$ cat src/rtl/alu_arbiter.sv
// Round-robin arbiter sharing one combinational alu between two requesters.
// Operands are captured on grant, the result is registered and held until the owner accepts it.

module alu #(
  parameter int NB_DATA = 8,
  parameter int NB_OP   = 6
) (
  input  logic signed [NB_DATA-1:0] a,
  input  logic signed [NB_DATA-1:0] b,
  input  logic        [NB_OP-1:0]   op,
  output logic signed [NB_DATA-1:0] result
);

  localparam logic [NB_OP-1:0] OP_ADD = 6'b100000;
  localparam logic [NB_OP-1:0] OP_SUB = 6'b100010;
  localparam logic [NB_OP-1:0] OP_AND = 6'b100100;
  localparam logic [NB_OP-1:0] OP_OR  = 6'b100101;
  localparam logic [NB_OP-1:0] OP_XOR = 6'b100110;
  localparam logic [NB_OP-1:0] OP_NOR = 6'b100111;
  localparam logic [NB_OP-1:0] OP_SRA = 6'b000011;
  localparam logic [NB_OP-1:0] OP_SRL = 6'b000010;

  logic [NB_DATA-1:0] a_u;
  logic [NB_DATA-1:0] b_u;

  assign a_u = a;
  assign b_u = b;

  // Carry and overflow are dropped: every result is truncated to NB_DATA bits.
  always_comb begin
    result = '0;
    case (op)
      OP_ADD:  result = a + b;
      OP_SUB:  result = a - b;
      OP_AND:  result = a & b;
      OP_OR:   result = a | b;
      OP_XOR:  result = a ^ b;
      OP_NOR:  result = ~(a | b);
      OP_SRA:  result = a >>> b_u;
      OP_SRL:  result = a_u >> b_u;
      default: result = '0;
    endcase
  end

endmodule

module alu_arbiter #(
  parameter int NB_DATA = 8,
  parameter int NB_OP   = 6
) (
  input  logic               i_clk,
  input  logic               i_reset_n,
  input  logic               i_valid_0,
  input  logic [NB_DATA-1:0] i_a_0,
  input  logic [NB_DATA-1:0] i_b_0,
  input  logic [NB_OP-1:0]   i_op_0,
  output logic               o_ready_0,
  output logic               o_res_valid_0,
  input  logic               i_res_ready_0,
  input  logic               i_valid_1,
  input  logic [NB_DATA-1:0] i_a_1,
  input  logic [NB_DATA-1:0] i_b_1,
  input  logic [NB_OP-1:0]   i_op_1,
  output logic               o_ready_1,
  output logic               o_res_valid_1,
  input  logic               i_res_ready_1,
  output logic [NB_DATA-1:0] o_result,
  output logic               o_busy,
  output logic               o_grant
);

  typedef enum logic [1:0] {IDLE, LOAD, EXEC, RESP} state_t;

  state_t state;
  state_t state_next;

  logic grant;
  logic grant_next;
  logic prio;
  logic prio_next;
  logic load_en;
  logic valid_g;
  logic res_ready_g;
  logic winner;

  logic signed [NB_DATA-1:0] a_reg;
  logic signed [NB_DATA-1:0] b_reg;
  logic        [NB_OP-1:0]   op_reg;
  logic signed [NB_DATA-1:0] alu_out;
  logic signed [NB_DATA-1:0] result_reg;

  assign valid_g     = grant ? i_valid_1 : i_valid_0;
  assign res_ready_g = grant ? i_res_ready_1 : i_res_ready_0;
  // The priority holder wins if it asks; otherwise the other requester takes the slot.
  assign winner      = (prio ? i_valid_1 : i_valid_0) ? prio : ~prio;

  always_comb begin
    state_next = state;
    grant_next = grant;
    prio_next  = prio;
    load_en    = 1'b0;
    case (state)
      IDLE: begin
        if (i_valid_0 || i_valid_1) begin
          grant_next = winner;
          state_next = LOAD;
        end
      end
      LOAD: begin
        if (valid_g) begin
          load_en    = 1'b1;
          state_next = EXEC;
        end else begin
          state_next = IDLE;
        end
      end
      EXEC: state_next = RESP;
      RESP: begin
        if (res_ready_g) begin
          prio_next  = ~grant;
          state_next = IDLE;
        end
      end
      default: state_next = IDLE;
    endcase
  end

  always_ff @(posedge i_clk or negedge i_reset_n) begin
    if (!i_reset_n) begin
      state      <= IDLE;
      grant      <= 1'b0;
      prio       <= 1'b0;
      a_reg      <= '0;
      b_reg      <= '0;
      op_reg     <= '0;
      result_reg <= '0;
    end else begin
      state <= state_next;
      grant <= grant_next;
      prio  <= prio_next;
      if (load_en) begin
        a_reg  <= grant ? i_a_1  : i_a_0;
        b_reg  <= grant ? i_b_1  : i_b_0;
        op_reg <= grant ? i_op_1 : i_op_0;
      end
      if (state == EXEC) begin
        result_reg <= alu_out;
      end
    end
  end

  alu #(
    .NB_DATA (NB_DATA),
    .NB_OP   (NB_OP)
  ) u_alu (
    .a      (a_reg),
    .b      (b_reg),
    .op     (op_reg),
    .result (alu_out)
  );

  assign o_ready_0     = load_en & ~grant;
  assign o_ready_1     = load_en & grant;
  assign o_res_valid_0 = (state == RESP) & ~grant;
  assign o_res_valid_1 = (state == RESP) & grant;
  assign o_result      = result_reg;
  assign o_busy        = (state != IDLE);
  assign o_grant       = grant;

endmodule
$ cat config.mk
export PLATFORM = sky130hd
export DESIGN_NAME = alu_arbiter
export DESIGN_NICKNAME = d
export VERILOG_FILES = /design/src/rtl/alu_arbiter.sv
export SDC_FILE = /design/constraint.sdc
export NUM_CORES = 1
export LEC_CHECK = 0
export BUFFER_PORTS_ARGS = -buffer_cell sky130_fd_sc_hd__buf_2
export CAP_MARGIN = 20
export CORE_MARGIN = 2
export CORE_UTILIZATION = 34
export CTS_CLUSTER_SIZE = 14
export DETAILED_ROUTE_END_ITERATION = 12
export GPL_TIMING_DRIVEN = 0
export PLACE_DENSITY_LB_ADDON = 0.08
export REMOVE_ABC_BUFFERS = 1
export SYNTH_ARGS = -nofsm -noshare
export SYNTH_HDL_FRONTEND = slang
export SYNTH_SLANG_ARGS = --single-unit
$ cat constraint.sdc
create_clock -name i_clk -period 2.91 [get_ports i_clk]
set_clock_uncertainty 0.2 [all_clocks]
set_input_delay 0.1455 -clock i_clk [delete_from_list [all_inputs] [get_ports i_clk]]
set_output_delay 0.1455 -clock i_clk [all_outputs]
set_load 0.005 [all_outputs]
==> flow_metrics.env, run 1 <==
export IMPL_portBuffers=63
export IMPL_synth_distinct_cells=56
export IMPL_min_path_type="input port to flop"
export IMPL_firstDrtPassIters=4
export IMPL_yosysWarnings=0
export IMPL_placed_area_um2=3420
export IMPL_via_per_inst=5.46
export IMPL_insertion_delay_ps=300
export IMPL_hpwlAfterDp_um=6440
export IMPL_netlist_instances=367
export IMPL_slew_limit_headroom=0.387
export IMPL_synth_top_family_by_area="compound AO/OA/AOI/OAI gates"
export IMPL_worstPathRequired_ps=2920
export IMPL_die_y_um=98.5
export IMPL_fp_dieArea_um2=9700
export IMPL_grt_max_degree=35
export IMPL_rsz0062_at_grt="no"
export IMPL_drive_above_1_share=0.254
export IMPL_drt_total_wl_um=9800
export IMPL_synth_area_mux_share=0.0519
export IMPL_nets=558
export IMPL_clockBufferDepth=2
export IMPL_synth_xor_area_share=0.0577
export IMPL_dr_max_layer_used="met4"
export IMPL_critPathMaxStageDelay_ps=550
export IMPL_fin_crit_ps=2700
export IMPL_h_tree_depth=2
export IMPL_cts_sinks=34
export IMPL_routedWlPerCell_um=16.6
export IMPL_drc=0
export IMPL_period_share=0.927
export IMPL_critPathKind="flop to flop"
export IMPL_crit_slowest_cell="dfrtp_4"
export IMPL_hold_viol_final=0
export IMPL_final_antenna_net_count=0
export IMPL_tritoncts="done"
export IMPL_ios=64
export IMPL_num_rows=34
export IMPL_synth_seq_cells=34
export IMPL_synth_compound_area_frac=0.287
export IMPL_setup_tns_ps=0
export IMPL_grt_pass1_wl_um=16100
export IMPL_maxCapViolCount=0
export IMPL_fmax_ghz=0.371
export IMPL_syn_area_per_cell_um2=8.27
export IMPL_p_leak_uw=0.00186
export IMPL_start_util=0.350
export IMPL_grt_overflow_total=0
export IMPL_drt_iter0_drc=231
export IMPL_max_slew_worst_pin_slew_ps=919
export IMPL_dp_cells=518
export IMPL_synth_simple_area_share=0.161
export IMPL_critPathBufInv=0
export IMPL_endpoint_kind="flop"
export IMPL_ys_async_sr_fraction=1.00
export IMPL_vias=3233
export IMPL_arrival_ps=2700
export IMPL_grt_pass1_vias=3180
export IMPL_cp_top_family="compound AO/OA/AOI/OAI gates"
export IMPL_wl_met1_um=4500
export IMPL_instances_no_fill=592
export IMPL_setup_viol=0
export IMPL_yosys_area_share_adder=0.105
export IMPL_synth_edf_count=0
export IMPL_cts_buffers=5
export IMPL_ys_seq_area_frac=0.280
export IMPL_die_w_um=98.5
export IMPL_syn2layout_area_growth_pct=41.9
export IMPL_outcome="completed"
export IMPL_grt_antenna_before_repair=0
export IMPL_drv_slew=0
export IMPL_globalRouteTotalUtil=0.206
export IMPL_met2_length_um=4590
export IMPL_cts_root_buf="clkbuf_8"
export IMPL_crit_chain="nor2b_4 -> nand3_4 -> mux2i_4 -> fa_2 -> a211oi_2 -> o21bai_1 -> a21oi_2 -> xnor2_1 -> nand2_1 -> o221ai_1"
export IMPL_finalPower_uw=4990
export IMPL_ys_flop_type="dfrtp_1"
export IMPL_cp_start_kind="flop"
export IMPL_place_congestion=0.879
export IMPL_antenna_cells_inserted=0
export IMPL_ir_drop_v=0.000552
export IMPL_netlist_area_um2=3040
export IMPL_wl_met3_um=489
export IMPL_cts_clk_slew_worst_paths_ps=80
export IMPL_power_density_nw_per_um2=1160
export IMPL_core_um2=8680
export IMPL_timing_hold_ws_ps=63.3
export IMPL_design_area_um2=4310
export IMPL_crit_fanout=10
==> kinds of logic after synthesis <==
group           Yosys count
mux                      12
simple gates            108
compound gates          125
fa+ha+maj                25
buf+inv                  43
xor+xnor                 20
flops                    34
==> stage by stage <==
step,worst slack [ps],util
2_1_floorplan,-185,-
3_3_place_gp,-1340,0.391
3_5_place_dp,-819,0.394
4_1_cts,16.5,0.478
5_1_grt,12.2,0.496
6_report,212,0.496
==> area by class of cell <==
| class | instances | area [µm²] |
|---|---|---|
| Sequential cell | 34 | 870 |
| Clock buffer | 5 | 68.8 |
| Tap cell | 108 | 135 |
| Clock inverter | 3 | 68.8 |
| Timing Repair Buffer | 131 | 970 |
| Inverter | 21 | 78.8 |
| Multi-Input combinational cell | 290 | 2120 |
| Fill cell | 872 | 4370 |
==> where the power goes <==
| part | total [µW] | internal [µW] | switching (µW) |
|---|---|---|---|
| combinational | 3290 | 1560 | 1730 |
| clock | 548 | 344 | 205 |
| sequential | 1150 | 696 | 451 |
| total | 4990 | 2600 | 2390 |
==> worst paths after layout <==
kind | start | to | slack [ps] | depth (start not counted)
setup / recovery | op_reg[0] | o_result[6] | 210 | 10
hold / removal | i_res_ready_1 | flop | 60 | 4
setup reg to reg | op_reg[0] | o_result[6] | 210 | 10
hold reg to reg | o_result[6] | o_result[6] | 290 | 2
max in group asynchronous | i_reset_n | b_reg[1] | 1680 | 2
min in group asynchronous | i_reset_n | o_result[0] | 240 | 2
==> Yosys cell counts, drive strengths merged, types with 4 or more instances <==
cell type	number	area [µm²]
a2111oi	4	55.1
a211oi	16	120
a21oi	12	60.1
a22oi	25	188
buf	7	37.5
clkbuf	15	56.3
dfrtp	34	851
ha	24	300
inv	21	78.8
mux2i	9	90.1
nand2	44	165
nand3	7	35.0
nor2	30	113
nor2b	10	62.6
o21ai	37	185
xnor2	13	114
xor2	7	61.3
==> worst reg2reg max path: cells and delay by family (launching register included) <==
family	cells	cell delay, ps
DFF	1	550
AOI/OAI and AO/OA	4	710
muxes	1	230
adders and majority gates	1	400
xor gates and xnor gates	1	130
and+or+nand+nor	3	380
==> layout by cell type (no fill, tap or decap), types with 7 or more instances in the layout <==
cell type and n:
a211oi_1 15, a21oi_1 11, a22oi_1 25, buf_2 63
buf_4 14, dfrtp_1 27, dlygate4sd3_1 50, ha_1 23
inv_1 21, mux2i_1 8, nand2_1 44, nor2_1 27
nor2b_1 8, o21ai_0 31, xnor2_1 13, xor2_1 7
==> routing by layer <==
metal,up-vias,global-route usage
met5,-,0
met4,0,0.0706
met3,19,0.0305
met2,98,0.341
met1,1538,0.276
li1,1578,-
==> timing repair <==
item / 4_1_cts / 5_1_grt
resized for setup: 16 / 25
pin swaps: 0 / 5
setup endpoints to repair: 29 / 12
buffers inserted: 6 / 10
endpoints found under the hold margin: 59 / 0
hold buffers: 50 / 0
No activity file was read; power rests on OpenSTA's default activity.
==> inputs of run 2 (changes only) <==
- ABC_AREA: default -> 1
- CORE_UTILIZATION: 34 -> 45
- HOLD_SLACK_MARGIN: default -> 0.03
==> flow_metrics.env, run 2 <==
export IMPL_antenna_cells_inserted=0
export IMPL_cts_sinks=34
export IMPL_critPathMaxStageDelay_ps=420
export IMPL_ys_async_sr_fraction=1.00
export IMPL_power_density_nw_per_um2=1060
export IMPL_drv_slew=0
export IMPL_grt_pass1_wl_um=16300
export IMPL_final_common_cell="nand2_1"
export IMPL_endpoint_kind="flop"
export IMPL_setup_viol=0
export IMPL_place_congestion=0.958
export IMPL_register_area_um2=856
export IMPL_multi_input_area_um2=2080
export IMPL_via_per_inst=5.20
export IMPL_clockBufferDepth=2
export IMPL_maxCapViolCount=0
export IMPL_vias=3551
export IMPL_start_util=0.465
export IMPL_core_um2=6790
export IMPL_cts_buffers=5
export IMPL_arrival_ps=2720
export IMPL_yosysTopAreaCellShare=0.269
export IMPL_slew_limit_headroom=0.486
export IMPL_portBuffers=63
export IMPL_critPathBufInv=1
export IMPL_intPower_uw=2140
export IMPL_rrSetupSlack_ps=180
export IMPL_rsz0062_at_grt="no"
export IMPL_synth_distinct_cells=34
export IMPL_fmax_ghz=0.366
export IMPL_final_antenna_net_count=0
export IMPL_p_clk_frac=0.102
export IMPL_firstDrtPassIters=6
export IMPL_synth_largest_area_cell="dfrtp_1"
export IMPL_crit_fanout=4
export IMPL_cp_start_kind="flop"
export IMPL_die_y_um=87.8
export IMPL_synth_area_leaders="dfrtp_1 27%, nand2_1 18%, ha_1 9.5%"
export IMPL_synth_seq_cells=34
export IMPL_pwr_share_comb=0.670
export IMPL_syn2layout_area_growth_pct=34.4
export IMPL_hpwlAfterDp_um=6850
export IMPL_drt_iter0_drc=230
export IMPL_final_cell_mix="146 x nand2_1, 63 x buf_2, 53 x nand3_1"
export IMPL_syn_area_per_cell_um2=6.70
export IMPL_netlist_instances=471
export IMPL_die_w_um=87.8
export IMPL_fp_dieArea_um2=7700
export IMPL_fin_crit_ps=2730
export IMPL_design_area_um2=4250
export IMPL_ys_seq_area_frac=0.269
export IMPL_hold_viol_final=0
export IMPL_synth_edf_count=0
export IMPL_drc=0
export IMPL_timing_hold_ws_ps=64.0
export IMPL_drt_total_wl_um=9870
export IMPL_h_tree_depth=2
export IMPL_ios=64
export IMPL_nets=662
export IMPL_grt_overflow_total=0
export IMPL_routedWlPerCell_um=14.5
export IMPL_tritoncts="done"
export IMPL_outcome="completed"
export IMPL_drive_above_1_share=0.215
export IMPL_p_leak_uw=0.00219
export IMPL_cts_root_buf="clkbuf_8"
export IMPL_globalRouteTotalUtil=0.275
export IMPL_n_fill_cell=649
export IMPL_switching_power_uw=2350
export IMPL_crit_chain="clkinvlp_4 -> ha_1 -> or2_2 -> xor2_1 -> ha_1 -> nand3_1 -> nand2_2 -> nand3_1 -> a21oi_1 -> nor2_1 -> nor2_1 -> nand2_1 -> nand2_1 -> nand2_1"
export IMPL_ys_flop_type="dfrtp_1"
export IMPL_crit_slowest_cell="dfrtp_2"
export IMPL_grt_antenna_before_repair=0
export IMPL_path_common_cell="nand2_1"
export IMPL_final_util=0.625
export IMPL_cp_top_family="simple AND/OR/NAND/NOR gates"
export IMPL_cts_clk_slew_worst_paths_ps=80
export IMPL_num_rows=30
export IMPL_placed_area_um2=3520
export IMPL_grt_max_degree=35
export IMPL_yosysMostFrequentCell="nand2_1"
export IMPL_netlist_area_um2=3160
export IMPL_seq_power_share=0.228
export IMPL_ir_drop_v=0.000481
export IMPL_switching_share=0.523
export IMPL_grt_pass1_vias=3338
export IMPL_netlist_top_cells_count="149 x nand2_1, 54 x nand3_1, 44 x inv_1"
export IMPL_max_slew_worst_pin_slew_ps=771
export IMPL_insertion_delay_ps=300
export IMPL_yosysWarnings=0
export IMPL_min_path_type="input port to flop"
export IMPL_worstPathRequired_ps=2900
export IMPL_period_share=0.938
export IMPL_critPathKind="flop to flop"
## run 2: changes by cell type in the layout (fill, tap and decap cells not counted), moves of 9 or more
cell      before  now
nand2_1       44  146
a211oi_1      15    0
inv_1         21   40
nand3_1        6   53
o211ai_1       2   11
xnor2_1       13    1
a22oi_1       25   12
nor2_1        27   36
## run 2: cells by family after synthesis
group / after synthesis / synth area share
flip-flops: 34 / 0.269
AND/OR/NAND/NOR: 280 / 0.403
adder cells (fa/ha/maj): 25 / 0.101
XOR/XNOR: 6 / 0.0166
buffers and inverters: 62 / 0.0816
AO/OA/AOI/OAI: 64 / 0.128
## run 2: power groups by stage
stage               registers (µW)  logic (µW)  clock network (µW)
floorplan                      934        2020                   0
global placement              1040        2600                   0
detailed placement            1040        2640                   0
CTS                           1000        2870                 462
global route                  1050        3400                 481
finish                        1020        3000                 457
## run 2: worst register-to-register path, stage by stage (launching register included)
cell and delay, ps:
dfrtp_2 420, clkinvlp_4 110, ha_1 190, or2_2 300, xor2_1 150, ha_1 360, nand3_1 140, nand2_2 110
nand3_1 90, a21oi_1 140, nor2_1 60, nor2_1 180, nand2_1 70, nand2_1 60, nand2_1 50
## run 2: final cells by class
class / count / share of cell area
multi-input cells: 375 / 0.491
repair buffers: 121 / 0.207
flip-flops and latches: 34 / 0.202
inverters: 50 / 0.0460
well taps: 96 / 0.0283
clock buffers: 6 / 0.0195
clock inverters: 1 / 0.00707
## run 2: per-layer routing
| layer | wire length (µm) | track usage | vias up |
|---|---|---|---|
| li1 | - | - | 1784 |
| met3 | 464 | 0.0254 | 16 |
| met1 | 4610 | 0.387 | 1653 |
| met5 | 0 | 0 | - |
| met4 | 195 | 0.0881 | 0 |
| met2 | 4600 | 0.446 | 98 |
## run 2: final timing paths
path                                     to  cells after the start     startpoint
max in group asynchronous          b_reg[0]                      2      i_reset_n
worst min register to register  o_result[0]                      2    o_result[0]
worst max register to register  o_result[5]                     14       b_reg[1]
worst max-delay path            o_result[5]                     14       b_reg[1]
worst min-delay path                   prio                      5  i_res_ready_0
min in group asynchronous         op_reg[1]                      2      i_reset_n
## run 2: stage by stage
step	instances	worst slack [ps]	power, µW	TNS, ps
floorplan	459	66.3	2960	0
global placement	618	-485	3630	-2590
detailed placement	618	-500	3690	-2660
CTS	679	6.46	4330	0
global route	683	0.541	4930	0
finish	683	180	4480	0
## run 2: timing repair
action | CTS | global route
endpoints found under the hold margin | 58 | 0
buffers inserted | 6 | 3
hold buffers | 48 | 0
cloned | 0 | 0
gates resized for setup | 6 | 11
setup endpoints to repair | 7 | 7
pin swaps | 1 | 4
==> inputs of run 3 (changes only) <==
- CELL_PAD_IN_SITES_DETAIL_PLACEMENT: default -> 0
- CELL_PAD_IN_SITES_GLOBAL_PLACEMENT: default -> 2
- CORE_UTILIZATION: 45 -> 27
- PLACE_DENSITY: default -> 0.74
- PLACE_DENSITY_LB_ADDON: 0.08 -> default
- SLEW_MARGIN: default -> 20
==> flow_metrics.env, run 3 (synthesis gave the netlist of run 2 again) <==
export IMPL_r2r_end="o_result[2]"
export IMPL_outcome="completed"
export IMPL_busiest_layer="met2"
export IMPL_slew_limit_headroom=0.480
export IMPL_switching_power_uw=2430
export IMPL_endpoint_kind="flop"
export IMPL_start_util=0.277
export IMPL_nets=661
export IMPL_p_clk_frac=0.115
export IMPL_portBuffers=63
export IMPL_firstDrtPassIters=4
export IMPL_arrival_ps=2770
export IMPL_place_congestion=0.862
export IMPL_rrSetupSlack_ps=110
export IMPL_insertion_delay_ps=270
export IMPL_met3_usage=0.0146
export IMPL_antenna_cells_inserted=0
export IMPL_intPower_uw=2210
export IMPL_cts_buffers=5
export IMPL_tritoncts="done"
export IMPL_via_per_inst=4.73
export IMPL_p_leak_uw=0.00221
export IMPL_syn2layout_area_growth_pct=38.2
export IMPL_drv_slew=0
export IMPL_h_tree_depth=2
export IMPL_vias=3456
export IMPL_clockBufferDepth=2
export IMPL_core_um2=11400
export IMPL_cp_start_kind="flop"
export IMPL_die_y_um=112
export IMPL_use_met1=0.227
export IMPL_hold_viol_final=0
export IMPL_cts_root_buf="clkbuf_16"
export IMPL_final_cell_mix="144 x nand2_1, 63 x buf_2, 50 x nand3_1"
export IMPL_drt_total_wl_um=10400
export IMPL_cts_clk_slew_worst_paths_ps=60
export IMPL_grt_max_degree=35
export IMPL_num_rows=39
export IMPL_final_common_cell="nand2_1"
export IMPL_crit_fanout=5
export IMPL_period_share=0.964
export IMPL_maxCapViolCount=0
export IMPL_grt_overflow_total=0
export IMPL_fin_crit_ps=2800
export IMPL_postLayoutSetupSlackWorst_ps=106
export IMPL_globalRouteTotalUtil=0.169
export IMPL_fmax_ghz=0.357
export IMPL_drt_iter0_drc=186
export IMPL_finalPower_uw=4640
export IMPL_cp_startpoint="op_reg[1]"
export IMPL_pwr_share_comb=0.665
export IMPL_worstPathRequired_ps=2880
export IMPL_power_density_nw_per_um2=1060
export IMPL_cp_endpoint="o_result[2]"
export IMPL_die_w_um=112
export IMPL_grt_pass1_wl_um=17200
export IMPL_drc=0
export IMPL_critPathKind="flop to flop"
export IMPL_routedWlPerCell_um=14.2
export IMPL_detailedPlace_worstSlack_ps=-647
export IMPL_fp_dieArea_um2=12600
export IMPL_rr_worst_depth=15
export IMPL_ios=64
export IMPL_switching_share=0.524
export IMPL_cts_sinks=34
export IMPL_setup_viol=0
export IMPL_crit_reg2reg_launch="op_reg[1]"
export IMPL_drive_above_1_share=0.232
export IMPL_grt_pass1_vias=3463
export IMPL_max_slew_worst_pin_slew_ps=778
export IMPL_hpwlAfterDp_um=7690
export IMPL_ir_drop_v=0.000415
export IMPL_gr_usage_met2=0.296
export IMPL_seq_power_share=0.220
export IMPL_min_path_type="input port to flop"
export IMPL_grt_antenna_before_repair=0
export IMPL_final_antenna_net_count=0
## run 3: cell types whose count changed in the layout (fill, tap and decap cells not counted), moves of 3 or more
cell,previous run,this run
nand3_2,3,6
nand3_1,53,50
clkbuf_8,6,1
clkbuf_16,0,5
## run 3: through the flow
stage	hold slack [ps]	utilization	cell area (µm²)	cells	setup TNS (ps)
detailed placement	70.0	0.314	3580	665	-3200
CTS	79.3	0.375	4280	727	0
global placement	68.4	0.314	3580	665	-3410
finish	79.0	0.382	4360	730	0
floorplan	-350	-	3090	459	0
global route	145	0.382	4360	730	-0.987
## run 3: repair_timing
item,in CTS,in global routing
endpoints found under the hold margin,58,0
pin swaps,1,8
setup buffers,6,3
resized for setup,9,19
setup endpoints to repair,7,6
hold buffers,48,0
## run 3: critical path: stages, from the launching register on
cell	delay (ps)
dfrtp_2	440
nand2_4	90
nor2_4	50
nand2_4	100
inv_2	60
or2_2	280
xor2_1	150
ha_1	350
buf_4	160
or2_2	290
nand3_1	120
nand3_1	110
a21oi_1	120
nand2_1	70
nand2_1	60
nand2_1	40
## run 3: cell type report
type / instances / area (µm²)
multi-input cells: 375 / 2120
flip-flops and latches: 34 / 856
well taps: 143 / 179
repair buffers: 120 / 863
inverters: 50 / 195
clock buffers: 7 / 143
fillers: 1236 / 7050
clock inverters: 1 / 5.00
## run 3: routing by layer
layer	share of wire	vias up
li1	-	1786
met1	0.48	1605
met2	0.49	59
met3	0.026	6
met4	0.0098	0
met5	0	-
## run 3: how the worst min path moves through the flow
stage                  start                          to  slack, ps  cells past startpoint
3_3_place_gp       i_reset_n                   op_reg[0]         70                      1
3_5_place_dp       i_reset_n                   op_reg[0]         70                      1
2_1_floorplan      i_reset_n  asynchronous set/reset pin       -350                      0
4_1_cts        i_res_ready_0                        prio         80                      5
5_1_grt        i_res_ready_1                        prio        150                      5
6_report       i_res_ready_0                        prio         80                      5
## run 3: power groups by stage
stage | Combinational, µW | Sequential (µW) | Clock [µW]
final | 3080 | 1020 | 531
after global routing | 3510 | 1060 | 574
after CTS | 2950 | 1010 | 551
after detailed placement | 2690 | 1060 | 0
after global placement | 2680 | 1060 | 0
after floorplan | 2020 | 934 | 0
